[src/rtl/fpu_pkg.sv]
// Shared FPU types and constants: converter FSM states, exponent constants
// and the RISC-V rounding-mode encodings.
package fpu_pkg;

    typedef enum logic [1:0] {
        IDLE,
        NORM,
        ROUND,
        DONE
    } cvt_state_t;

    localparam int unsigned FP_BIAS      = 127;
    localparam logic [7:0]  CVT_EXP_INIT = 8'd158;

    localparam logic [2:0] RM_RNE = 3'b000;
    localparam logic [2:0] RM_RTZ = 3'b001;
    localparam logic [2:0] RM_RDN = 3'b010;
    localparam logic [2:0] RM_RUP = 3'b011;
    localparam logic [2:0] RM_RMM = 3'b100;

endpackage

[src/rtl/fcvt_rounder.sv]
// Combinational rounder for a normalised magnitude (bit 31 implied one).
// Produces the 23-bit mantissa, the exponent carry and the inexact flag.
module fcvt_rounder
    import fpu_pkg::*;
(
    input  logic [30:0] mag,
    input  logic        sign,
    input  logic [2:0]  rm,
    output logic [22:0] mant,
    output logic        exp_inc,
    output logic        inexact
);

    logic [22:0] trunc;
    logic        guard;
    logic        sticky;
    logic        inc;
    logic [23:0] sum;

    assign trunc   = mag[30:8];
    assign guard   = mag[7];
    assign sticky  = |mag[6:0];
    assign inexact = guard | sticky;

    // Unlisted encodings fall back to round-to-nearest-even.
    always_comb begin
        inc = 1'b0;
        case (rm)
            RM_RTZ:  inc = 1'b0;
            RM_RDN:  inc = (guard | sticky) & sign;
            RM_RUP:  inc = (guard | sticky) & ~sign;
            RM_RMM:  inc = guard;
            default: inc = guard & (sticky | trunc[0]);
        endcase
    end

    // A carry out of the mantissa leaves the low 23 bits at zero.
    assign sum     = {1'b0, trunc} + {23'd0, inc};
    assign mant    = sum[22:0];
    assign exp_inc = sum[23];

endmodule

[src/rtl/int_to_float_converter.sv]
// 32-bit signed/unsigned integer to IEEE-754 single converter (FCVT.S.W/WU).
// Define FCVT_ROUNDING_MODES_EN to add the IN_RM rounding-mode port.
module int_to_float_converter
    import fpu_pkg::*;
#(
    parameter int unsigned SHIFT_STEP = 4
) (
    input  logic        CLK,
    input  logic        RESET_N,
    input  logic        IN_VALID,
    output logic        IN_READY,
    input  logic [31:0] IN_INT,
    input  logic        IN_SIGNED,
`ifdef FCVT_ROUNDING_MODES_EN
    input  logic [2:0]  IN_RM,
`endif
    output logic        OUT_VALID,
    input  logic        OUT_READY,
    output logic [31:0] OUT_FLOAT,
    output logic        OUT_INEXACT
);

    cvt_state_t  state;
    logic        sign_r;
    logic [31:0] mag_r;
    logic [7:0]  exp_r;
    logic        in_ready_r;
    logic        out_valid_r;
    logic [31:0] out_float_r;
    logic        out_inexact_r;

    logic        in_neg;
    logic [31:0] in_mag;
    logic [2:0]  rm_sel;
    logic [22:0] rnd_mant;
    logic        rnd_exp_inc;
    logic        rnd_inexact;

    assign in_neg = IN_SIGNED & IN_INT[31];
    assign in_mag = in_neg ? (~IN_INT + 32'd1) : IN_INT;

`ifdef FCVT_ROUNDING_MODES_EN
    logic [2:0] rm_r;

    always_ff @(posedge CLK or negedge RESET_N) begin
        if (!RESET_N) begin
            rm_r <= '0;
        end else if (state == IDLE && IN_VALID && in_ready_r) begin
            rm_r <= IN_RM;
        end
    end

    assign rm_sel = rm_r;
`else
    assign rm_sel = RM_RNE;
`endif

    fcvt_rounder u_rounder (
        .mag     (mag_r[30:0]),
        .sign    (sign_r),
        .rm      (rm_sel),
        .mant    (rnd_mant),
        .exp_inc (rnd_exp_inc),
        .inexact (rnd_inexact)
    );

    always_ff @(posedge CLK or negedge RESET_N) begin
        if (!RESET_N) begin
            state         <= IDLE;
            sign_r        <= 1'b0;
            mag_r         <= '0;
            exp_r         <= '0;
            in_ready_r    <= 1'b0;
            out_valid_r   <= 1'b0;
            out_float_r   <= '0;
            out_inexact_r <= 1'b0;
        end else begin
            case (state)
                IDLE: begin
                    if (IN_VALID && in_ready_r) begin
                        sign_r     <= in_neg;
                        mag_r      <= in_mag;
                        exp_r      <= CVT_EXP_INIT;
                        in_ready_r <= 1'b0;
                        if (in_mag == '0) begin
                            out_float_r   <= '0;
                            out_inexact_r <= 1'b0;
                            out_valid_r   <= 1'b1;
                            state         <= DONE;
                        end else begin
                            state <= NORM;
                        end
                    end else begin
                        in_ready_r <= 1'b1;
                    end
                end
                // Coarse shifts first, then single-bit steps until bit 31 is set.
                NORM: begin
                    if (mag_r[31 -: SHIFT_STEP] == '0) begin
                        mag_r <= mag_r << SHIFT_STEP;
                        exp_r <= exp_r - 8'(SHIFT_STEP);
                    end else if (!mag_r[31]) begin
                        mag_r <= mag_r << 1;
                        exp_r <= exp_r - 8'd1;
                    end else begin
                        state <= ROUND;
                    end
                end
                ROUND: begin
                    out_float_r   <= {sign_r, exp_r + {7'd0, rnd_exp_inc}, rnd_mant};
                    out_inexact_r <= rnd_inexact;
                    out_valid_r   <= 1'b1;
                    state         <= DONE;
                end
                DONE: begin
                    if (OUT_READY) begin
                        out_valid_r <= 1'b0;
                        in_ready_r  <= 1'b1;
                        state       <= IDLE;
                    end
                end
                default: state <= IDLE;
            endcase
        end
    end

    assign IN_READY    = in_ready_r;
    assign OUT_VALID   = out_valid_r;
    assign OUT_FLOAT   = out_float_r;
    assign OUT_INEXACT = out_inexact_r;

endmodule

[config.mk]
export PLATFORM = sky130hd
export DESIGN_NAME = int_to_float_converter
export DESIGN_NICKNAME = d
export VERILOG_FILES = /design/src/rtl/fpu_pkg.sv /design/src/rtl/fcvt_rounder.sv /design/src/rtl/int_to_float_converter.sv
export SDC_FILE = /design/constraint.sdc
export NUM_CORES = 1
export LEC_CHECK = 0
export ABC_CLOCK_PERIOD_IN_PS = 7550
export BUFFER_PORTS_ARGS = -buffer_cell sky130_fd_sc_hd__buf_2
export CAP_MARGIN = 10
export CORE_ASPECT_RATIO = 0.6
export CORE_MARGIN = 5
export CORE_UTILIZATION = 64
export CTS_BUF_LIST = sky130_fd_sc_hd__clkbuf_16
export DETAILED_ROUTE_END_ITERATION = 10
export PLACE_DENSITY = 0.89
export SYNTH_ARGS = -nofsm -noshare
export SYNTH_HDL_FRONTEND = slang
export SYNTH_SLANG_ARGS = --single-unit
[constraint.sdc]
create_clock -name CLK -period 7.55 [get_ports CLK]
set_clock_uncertainty 0.2 [all_clocks]
set_input_delay 1.1325 -clock CLK [delete_from_list [all_inputs] [get_ports CLK]]
set_output_delay 1.1325 -clock CLK [all_outputs]
set_load 0.03 [all_outputs]
==> run summary <==
Clock tree sinks: 78
NumNets Final: 821
Filler cell count: 721
H-tree levels: 3
TritonCTS clock tree: built
Post-CTS clock slew at the launch and capture registers of the worst setup and hold paths: 0.06 ns
Area of the core: 9190 um2
Total power of the final layout: 2.78 mW
Number of placement rows: 27
Final hold vios: 0
Switching share of power: 48.3%
Category of the worst setup path capture point: flip-flop
Met1 global-route usage: 42.2%
Total of hold buffers inserted after clock tree synthesis: 0
Internal power: 1.44 mW
Worst-path cell chain: buf_2 -> nor4_1 -> nand4_1 -> or4b_1 -> a21oi_1 -> o211ai_1 -> or4_4 -> o211ai_1 -> or3b_2
Routed WL: 17.8 mm
Slew at the pin closest to its max-slew limit: 1.23 ns
Leakage: 2.62 nW
CP max stage cell: or4_4
CP arrival: 5.14 ns
Compound-gate portion of the synthesized area: 24.9%
Remaining max-slew budget at the tightest pin: 17.9%
Synthesized Nets: 801
Setup fix buffers added after clock tree synthesis: 0
Largest vdd supply drop: 502 uV
Post-synthesis sequential area ratio: 32.3%
Max incr delay on CP: 0.80 ns
Initial core utilization: 65.8%
Number of buffers inserted during clock tree synthesis: 9
DIE WIDTH: 136 um
DRT Pass-1 Iters: 8
Global routing usage on met3: 7.82%
Asr flop ratio synth: 100%
Xor/xnor cell area share of the yosys netlist: 8.83%
Clock latency on the worst-skew pair: 0.35 ns
Yosys warns: 0
Number of violations of the max-capacitance limit: 0
Total overflow reported by the global router: 0
Simple-gate share of the synthesized area: 25.3%
Top Ports: 72
Post-synth EDFFs: 0
Crit path kind: in -> reg
Peak-usage layer in the global routing report: met2
Drt drc: 0
Placed wire-length estimate: 12.2 mm
Delay-heaviest family, CP: simple AND/OR/NAND/NOR gates
Count of input and output buffers: 71
Mux cell area share after synthesis: 0.165%
Wire length of the first global-routing pass: 29.2 mm
Number of antenna cells inserted: 0
Largest family of logic cells by synthesized area: simple AND/OR/NAND/NOR gates
Area growth from synthesis to layout: 10.5%
Total Die Area: 11600 um2
Time the worst path needs with I/O delays and setup: 5.13 ns
Result of the run: complete, no violations
Smallest hold slack: 0.320 ns
Most frequent cell on the critical path: o211ai_1
Post-synthesis average cell area: 8.06 um2
Crit Path Max Fanout: 69
Post-placement cell count: 890
Share of total power in sequential cells: 31.8%
Height of the die: 85.3 um
Achievable Freq: 195 MHz
Final period util: 67.9%
Non-filler instance count after layout: 906
Number of violations reported at the end of detailed-routing iteration 0: 892
Number of gates resized after cts: 0
CP bufs+invs: 1
Routed via count divided by cell count: 7.00
Final-report max-slew violation count: 0
Setup TNS: 0 ns
Met2 layer usage reported by global route: 47.9%
Global-route usage over all layers: 30.8%
Detail-routed net length per standard cell: 19.6 um
Number of register bits inferred by synthesis: 78
Number of failing setup endpoints in the final timing report: 0
Post-synthesis cell type count: 57
Leading register cell type out of synthesis: dfrtp_1
Power dissipated by switching net loads: 1.34 mW
Antenna-violating nets left: 0
Top library cells by usage in the layout, fill and taps aside: dfrtp_1 (78), buf_2 (70), nor2_1 (68), nand2_1 (56), nand3_1 (52)
Share of total power in the clock network: 19.1%
Largest net degree at the start of global routing: 80
Via count of the first global-routing pass: 6040
Count of vias placed by the detailed router: 6343
Combinational Power Share: 49.1%
Path category of the worst min-delay check: reg -> reg
WP data required: 7.57 ns
CTS Buffer Depth: 2
RSZ-0062 raised after global routing: false
Root buffer selected by CTS: clkbuf_16
Most common cell after layout, fill and taps aside: dfrtp_1
Gpl congestion: 0.931
Summed instance area of the synthesized netlist: 6050 um2
Share of cells above drive strength 1: 13.1%
Post-synthesis adder-cell area fraction: 2.69%
Gate count after technology mapping: 751
Power per unit of standard cell area: 416 nW/um2
Category of the worst setup path launch point: primary input
Antenna violations before repair: 0
[layout make-up]
type / instances / area, um2 / area share, %
multi-input cells: 589 / 3740 / 56.0
flip-flops and latches: 78 / 1950 / 29.2
repair buffers: 78 / 410 / 6.14
clock buffers: 9 / 225 / 3.37
well taps: 130 / 163 / 2.43
inverters: 15 / 56.3 / 0.842
clock inverters: 7 / 136 / 2.04
[cells in the mapped netlist (10+ instances only)]
cell / instances / area share, %
nand2_1: 56 / 3.5
nand3_1: 52 / 4.3
a31oi_1: 38 / 3.9
a21oi_1: 21 / 1.7
ha_1: 13 / 2.7
xnor2_1: 29 / 4.2
inv_1: 13 / 0.81
a221oi_1: 10 / 1.4
nor4_1: 12 / 1.2
nor2_1: 68 / 4.2
o21ai_0: 46 / 3.8
xor2_1: 32 / 4.6
o211ai_1: 48 / 6.0
clkbuf_1: 53 / 3.3
dfrtp_1: 78 / 32
a222oi_1: 13 / 2.2
or3_1: 34 / 3.5
nor3_1: 16 / 1.3
[state kept, by name (all words and copies together) (netlist names)]
name         cells
mag_r           32
OUT_FLOAT       32
sign_r           1
IN_READY         1
state            2
exp_r            8
OUT_VALID        1
OUT_INEXACT      1
[power by group through the flow]
| stage | clock network [mW] | registers, mW | logic [mW] |
|---|---|---|---|
| 3_3_place_gp | 0 | 0.857 | 1.27 |
| 5_1_grt | 0.552 | 0.904 | 1.49 |
| 6_report | 0.532 | 0.884 | 1.36 |
| 4_1_cts | 0.531 | 0.869 | 1.35 |
| 2_1_floorplan | 0 | 0.959 | 0.855 |
| 3_5_place_dp | 0 | 0.875 | 1.33 |
[worst register-to-register path, cell delays in order, from the launching register on]
cell	delay, ns
dfrtp_1	0.50
and4_1	0.34
nand4_1	0.22
nor4_1	0.74
and3_1	0.33
ha_1	0.24
ha_1	0.25
nand4_1	0.13
xor2_1	0.18
nor2_1	0.06
a31oi_1	0.19
nand3_1	0.09
[per-layer routing]
| layer | part of all wire, % | vias up |
|---|---|---|
| met4 | 2.2 | 0 |
| met5 | 0 | - |
| met2 | 46 | 399 |
| met3 | 10 | 49 |
| met1 | 42 | 3025 |
| li1 | - | 2870 |
[path summary, 6_finish.rpt]
path,startpoint,end,slack [ns],cells past startpoint
max,IN_INT[8],OUT_VALID,2.42,9
min,sign_r,sign_r,0.32,2
max reg2reg,mag_r[13],OUT_FLOAT[29],3.93,11
min reg2reg,sign_r,sign_r,0.32,2
max in group asynchronous,RESET_N,OUT_FLOAT[25],5.73,1
min in group asynchronous,RESET_N,mag_r[18],0.75,1
[cell families after synthesis]
kind of cell               Yosys count
buffers and inverters               84
and+or+nand+nor                    296
muxes                                1
DFF                                 78
xor gates and xnor gates            61
adders and majority gates           13
AOI/OAI and AO/OA                  218
[metrics by stage]
stage               setup WS [ns]  instance area [um2]  utilization, %
floorplan                    3.08                 6050               -
global placement             2.36                 6330            68.8
detailed placement           2.19                 6330            68.8
CTS                          2.54                 6690            72.8
global route                 2.19                 6690            72.8
finish                       2.42                 6690            72.8
No activity file was read; power rests on OpenSTA's default activity.
